File: config.mk
export PLATFORM = sky130hd
export DESIGN_NAME = nock_increment
export DESIGN_NICKNAME = d
export VERILOG_FILES = /design/src/rtl/nock_increment.sv
export SDC_FILE = /design/constraint.sdc
export NUM_CORES = 1
export LEC_CHECK = 0
export ABC_CLOCK_PERIOD_IN_PS = 4300
export BUFFER_PORTS_ARGS = -buffer_cell sky130_fd_sc_hd__buf_2
export CAP_MARGIN = 20
export CORE_ASPECT_RATIO = 1.5
export CORE_MARGIN = 5
export CORE_UTILIZATION = 25
export CTS_CLUSTER_DIAMETER = 40
export DETAILED_ROUTE_END_ITERATION = 6
export GPL_ROUTABILITY_DRIVEN = 0
export PLACE_DENSITY = 0.53
export SLEW_MARGIN = 5
export SYNTH_ARGS = -nofsm -noshare
export SYNTH_HDL_FRONTEND = slang
export SYNTH_SLANG_ARGS = --single-unit
File: constraint.sdc
create_clock -name clk -period 4.3 [get_ports clk]
set_clock_uncertainty 0.1 [all_clocks]
set_input_delay 0.86 -clock clk [delete_from_list [all_inputs] [get_ports clk]]
set_output_delay 0.86 -clock clk [all_outputs]
set_load 0.02 [all_outputs]
File: src/rtl/nock_increment.sv
// Nock opcode-4 unit: fetch the operand (inline atom or pointed-to atom), add one,
// overwrite the execute node with the resulting atom, and hand control back to traversal.
module nock_increment #(
   parameter int ADDR_W = 10,
   parameter int NOUN_W = 28,
   parameter int TAG_W  = 8,
   parameter int DATA_W = 64
) (
   input  logic              clk,
   input  logic              rst,
   input  logic              execute,
   input  logic [ADDR_W-1:0] module_address_in,
   input  logic [DATA_W-1:0] module_data_in,
   input  logic              mem_ready,
   input  logic [DATA_W-1:0] read_data1,
   output logic              mem_execute,
   output logic [ADDR_W-1:0] address1,
   output logic [1:0]        mem_func,
   output logic [DATA_W-1:0] write_data,
   output logic [ADDR_W-1:0] module_address,
   output logic              module_finished,
   output logic [3:0]        execute_return_sys_func,
   output logic [3:0]        execute_return_state,
   output logic [7:0]        error
);
   // state     | meaning
   // S_IDLE    | waiting for execute select; latch node
   // S_DECODE  | check opcode, pick inline or pointed-to operand
   // S_RD_REQ  | read strobe for operand node
   // S_RD_WAIT | wait for read data, reject cells
   // S_INCR    | overflow check, form result
   // S_WR_REQ  | write strobe, node becomes atom
   // S_WR_WAIT | wait for write completion
   // S_DONE    | one-cycle finish pulse with return func/state
   // S_HOLD    | wait for select to drop before re-arming
   typedef enum logic [3:0] {
      S_IDLE, S_DECODE, S_RD_REQ, S_RD_WAIT, S_INCR, S_WR_REQ, S_WR_WAIT, S_DONE, S_HOLD
   } state_t;

   localparam logic [1:0] GET_CONTENTS = 2'b01;
   localparam logic [1:0] SET_CONTENTS = 2'b10;

   state_t              state_q, state_d;
   logic [ADDR_W-1:0]   node_addr_q, node_addr_d;
   logic [DATA_W-1:0]   node_data_q, node_data_d;
   logic [NOUN_W-1:0]   operand_q, operand_d;
   logic [7:0]          error_q, error_d;

   logic                mem_execute_q, mem_execute_d;
   logic [ADDR_W-1:0]   address1_q, address1_d;
   logic [1:0]          mem_func_q, mem_func_d;
   logic [DATA_W-1:0]   write_data_q, write_data_d;
   logic [ADDR_W-1:0]   module_address_q, module_address_d;
   logic                finished_q, finished_d;
   logic [3:0]          ret_func_q, ret_func_d;
   logic [3:0]          ret_state_q, ret_state_d;

   logic [TAG_W-1:0]    node_tag;
   logic [NOUN_W-1:0]   node_hed, node_tel, rd_hed;
   logic [1:0]          rd_tag_cells;

   assign node_tag     = node_data_q[DATA_W-1 -: TAG_W];
   assign node_hed     = node_data_q[2*NOUN_W-1:NOUN_W];
   assign node_tel     = node_data_q[NOUN_W-1:0];
   assign rd_hed       = read_data1[2*NOUN_W-1:NOUN_W];
   assign rd_tag_cells = read_data1[DATA_W-TAG_W +: 2];

   always_comb begin
      state_d     = state_q;
      node_addr_d = node_addr_q;
      node_data_d = node_data_q;
      operand_d   = operand_q;
      error_d     = error_q;
      case (state_q)
         S_IDLE: begin
            if (execute) begin
               node_addr_d = module_address_in;
               node_data_d = module_data_in;
               error_d     = 8'd0;
               state_d     = S_DECODE;
            end
         end
         S_DECODE: begin
            if (node_hed != NOUN_W'(4)) begin
               error_d = 8'd1;
               state_d = S_DONE;
            end else if (!node_tag[0]) begin
               operand_d = node_tel;
               state_d   = S_INCR;
            end else begin
               state_d = S_RD_REQ;
            end
         end
         S_RD_REQ: state_d = S_RD_WAIT;
         S_RD_WAIT: begin
            if (mem_ready) begin
               if (rd_tag_cells != 2'b00) begin
                  error_d = 8'd2;
                  state_d = S_DONE;
               end else begin
                  operand_d = rd_hed;
                  state_d   = S_INCR;
               end
            end
         end
         S_INCR: begin
            if (operand_q == {NOUN_W{1'b1}}) begin
               error_d = 8'd3;
               state_d = S_DONE;
            end else begin
               state_d = S_WR_REQ;
            end
         end
         S_WR_REQ:  state_d = S_WR_WAIT;
         S_WR_WAIT: if (mem_ready) state_d = S_DONE;
         S_DONE:    state_d = S_HOLD;
         S_HOLD: begin
            if (!execute) begin
               error_d = 8'd0;
               state_d = S_IDLE;
            end
         end
         default: state_d = S_IDLE;
      endcase
      // Losing the select mid-operation abandons the node silently.
      if (!execute && state_q != S_IDLE && state_q != S_HOLD) begin
         error_d = 8'd0;
         state_d = S_IDLE;
      end
   end

   // Outputs are decoded from the next state so they are registered yet aligned with it.
   always_comb begin
      mem_execute_d    = 1'b0;
      address1_d       = '0;
      mem_func_d       = 2'b00;
      write_data_d     = '0;
      module_address_d = '0;
      finished_d       = 1'b0;
      ret_func_d       = 4'h0;
      ret_state_d      = 4'h0;
      if (state_d == S_RD_REQ) begin
         mem_execute_d = 1'b1;
         mem_func_d    = GET_CONTENTS;
         address1_d    = node_tel[ADDR_W-1:0];
      end
      if (state_d == S_WR_REQ) begin
         mem_execute_d = 1'b1;
         mem_func_d    = SET_CONTENTS;
         address1_d    = node_addr_q;
         write_data_d[2*NOUN_W-1:NOUN_W] = operand_q + NOUN_W'(1);
      end
      if (state_d == S_DONE || state_d == S_HOLD) begin
         module_address_d = node_addr_q;
         if (error_d != 8'd0) begin
            ret_func_d  = 4'h3;
            ret_state_d = 4'hF;
         end
      end
      finished_d = (state_d == S_DONE);
   end

   always_ff @(posedge clk) begin
      if (rst) begin
         state_q          <= S_IDLE;
         node_addr_q      <= '0;
         node_data_q      <= '0;
         operand_q        <= '0;
         error_q          <= 8'd0;
         mem_execute_q    <= 1'b0;
         address1_q       <= '0;
         mem_func_q       <= 2'b00;
         write_data_q     <= '0;
         module_address_q <= '0;
         finished_q       <= 1'b0;
         ret_func_q       <= 4'h0;
         ret_state_q      <= 4'h0;
      end else begin
         state_q          <= state_d;
         node_addr_q      <= node_addr_d;
         node_data_q      <= node_data_d;
         operand_q        <= operand_d;
         error_q          <= error_d;
         mem_execute_q    <= mem_execute_d;
         address1_q       <= address1_d;
         mem_func_q       <= mem_func_d;
         write_data_q     <= write_data_d;
         module_address_q <= module_address_d;
         finished_q       <= finished_d;
         ret_func_q       <= ret_func_d;
         ret_state_q      <= ret_state_d;
      end
   end

   assign mem_execute             = mem_execute_q;
   assign address1                = address1_q;
   assign mem_func                = mem_func_q;
   assign write_data              = write_data_q;
   assign module_address          = module_address_q;
   assign module_finished         = finished_q;
   assign execute_return_sys_func = ret_func_q;
   assign execute_return_state    = ret_state_q;
   assign error                   = error_q;
endmodule

==> results.md <==
- Status: complete, no violations
- Number of sinks on the clock net: 160
- Worst-case vdd ir drop: 279 uV
- Final routed wirelength across all metal layers: 18700 um
- Number of flops mapped to enable cells by yosys: 0
- Fin crit share: around 72%
- Classification of the worst-slack hold path: flop to flop
- Final number of hold-violating endpoints: 0
- Number of antenna violations at the first check in global routing: 6
- Path type of the worst setup path: flop to flop
- Leakage power: 3.25 nW
- Per-cell routed wire length: roughly 15 um
- Flip-flop cell with the highest count after synthesis: dfxtp_1
- Critical Path, Cell by Cell: ha_1, nand3_1, nor3_1, nand4_1, and3_1, nand2_2, inv_2, or2_2
- Clock-pin slew on the worst setup and hold paths: 70 ps
- Warning count from the yosys run: 0
- Total number of placement rows: 73
- Area of combinational cells with multiple inputs: 3090 um^2
- Sequential cell area fraction in the yosys report: between 40% and 50%
- Worst-margin pin slew: 829 ps
- Largest buffer count on any clock path: 2
- Floorplan die height: between 200 and 250 um
- Clock tree from TritonCTS: yes
- Post-Synthesis Cell Area: 6690 um^2
- Sort of element at the start of the critical path: flop
- Cell at the root of the clock tree: clkbuf_16
- Crit path time final: 3120 ps
- Area inside the core boundary: 26500 um^2
- Count of routing violations after the opening detailed-route iteration: 305
- Number of flip-flops and latches in the synthesized netlist: between 150 and 200
- Vias in the first global route: 5244
- Register Area: 3200 um^2
- Relative max-transition margin: 44.7%
- Global-route wire length before repair: 28500 um
- Per-instance average area after synthesis: approximately 8.7 um^2
- Number of antenna-violating nets in the routed design: 0
- Capturing element type of the critical path: flop
- Post-CTS setup buffers: 0
- Via density: 4.31
- HPWL after detailed placement: 13900 um
- Power after layout: between 4 and 5 mW
- Drt drc: 0
- Tot GR Track Use: 12.2%
- Initial DRT Pass Iterations: 5
- Maximum Capacitance Violations: 0
- Share of final-layout standard cells stronger than drive strength 1: 25.8%
- Total count of max-transition violations in the final report: 0
- Synth async-reset ratio: 0%
- Effective utilization at floorplan: 25.3%
- Nets: 1048
- Final-layout fill cell count: 2846
- Quantity of gates resized following cts: 0
- Maximum fanout count along the critical path: 28
- Worst path slowest cell: nor3_1
- Congestion Overflow GR: 0
- Hold_buf cts: 0
- Area of the die: 30200 um^2
- Largest net degree at the start of global routing: 57
- Worst setup slack for register-to-register paths: between 1000 and 1500 ps
- Delay contributed by the slowest stage of the critical path: 480 ps
- Data arrival, critical path: 3330 ps
- Area added between synthesis and finish: 22.6%
- Total via count in the routed design: about 5400
- Cts bufs inserted: 17
- Minimum hold slack: 353 ps
- Mapped Cells: ~770
- Total of endpoints with negative setup slack in the final report: 0
- Unrepaired setup endpoints after global routing: no
- CTS H-Tree Depth: 4
- Clock latency on the worst-skew pair: ~430 ps
- Maximum clock frequency: ~320 MHz
- Fin Setup TNS: 0 ps
- PD cells: 540 nW/um^2
- Data required time at the worst endpoint: 4510 ps
- IO Count: 246
- Number of unique standard cell types used by synthesis: 51
- Number of buffer cells added on primary ports: 166
- Die X: between 100 and 150 um
==> per-layer routing <==
layer / up-vias / wire (um) / track usage [%]
li1: 2810 / - / -
met1: 2449 / 7530 / 14.2
met2: 141 / 9740 / 21.4
met3: 27 / 1010 / 2.93
met4: 2 / 373 / 4.97
met5: - / 7 / 0
==> flip-flops by register name (all words and copies together) (netlist names) <==
name,cells
write_data,28
state_q,4
node_data_q,57
mem_execute,1
operand_q,28
error,8
address1,10
module_finished,1
mem_func,2
module_address,10
node_addr_q,10
execute_return_state,1
==> layout by cell type (no fill, tap or decap), types with 12 or more instances in the layout <==
cell,synthesis,final
mux2i_1,28,28
nand2_1,151,151
a211oi_2,20,20
a21oi_1,75,74
nor2b_1,14,14
clkbuf_16,0,17
dfxtp_1,160,160
conb_1,1,38
nor2_1,70,70
buf_2,11,165
nand3_1,14,13
and2_1,12,12
xor2_1,16,16
==> synthesized netlist by cell type (2+ instances only) <==
cell	number	share of area, %
nor2_1	70	3.9
xor2_1	16	2.1
nand4_1	11	1.0
a31oi_1	2	0.19
clkbuf_1	29	1.6
buf_6	2	0.34
mux2i_1	28	4.2
or3_1	3	0.28
nand2_1	151	8.5
a21oi_1	75	5.6
nand3_1	14	1.0
o21ai_0	8	0.60
and4_1	8	1.0
nand2b_1	4	0.37
inv_1	3	0.17
and3_1	7	0.65
and2_1	12	1.1
buf_2	11	0.82
or2_2	2	0.19
nor3_1	10	0.75
dfxtp_1	160	48
xnor2_1	9	1.2
a22o_1	11	1.4
a211oi_2	20	3.7
or4_1	2	0.22
a211oi_1	8	0.90
nor2b_1	14	1.3
nor4_1	8	0.75
buf_1	3	0.17
buf_4	46	5.2
==> report_power, final <==
part	switching, mW	internal [mW]	total (mW)	leakage (nW)
sequential	0.159	1.67	1.83	1.30
clock	0.660	0.835	1.50	0.291
combinational	0.738	0.369	1.11	1.66
==> path summary, 6_finish.rpt <==
kind,from,end,depth (start not counted)
hold / removal,node_data_q[18]$_SDFFE_PP0P_,node_data_q[18]$_SDFFE_PP0P_,2
setup / recovery,operand_q[0]$_SDFFE_PP0P_,mem_execute$_SDFF_PP0_,8
hold reg to reg,node_data_q[18]$_SDFFE_PP0P_,node_data_q[18]$_SDFFE_PP0P_,2
setup reg to reg,operand_q[0]$_SDFFE_PP0P_,mem_execute$_SDFF_PP0_,8
==> final cells by class <==
class | instances | share of cell area, %
Antenna cell | 4 | 0.122
Clock buffer | 18 | 5.35
Clock inverter | 14 | 1.77
Inverter | 4 | 0.183
Multi-Input combinational cell | 550 | 37.7
Sequential cell | 160 | 39.1
Tap cell | 337 | 5.14
Timing Repair Buffer | 172 | 10.7
==> metrics by stage <==
stage	setup slack [ps]	utilization, %	instance area (um^2)	std cells
2_1_floorplan	1960	-	6830	805
3_3_place_gp	1130	28.7	7610	1223
3_5_place_dp	1050	28.7	7610	1223
4_1_cts	1050	30.9	8190	1255
5_1_grt	818	31.0	8200	1259
6_report	1180	31.0	8200	1259
==> logic make-up after synthesis <==
logic type	after synthesis	share of synthesized area (%)
AO/OA/AOI/OAI	135	13.9
adder cells (fa/ha/maj)	1	0.187
other	1	0.0561
buffers and inverters	95	8.34
multiplexers	28	4.19
AND/OR/NAND/NOR	323	22.2
flip-flops	160	47.9
XOR/XNOR	25	3.27
==> critical path: cells and delay by family, from the launching register on <==
kind | cells | cell delay (ps)
adders and majority gates | 1 | 220
and+or+nand+nor | 6 | 2040
buffers and inverters | 1 | 250
DFF | 1 | 380
Note: power is estimated with default switching activity, not from simulation.
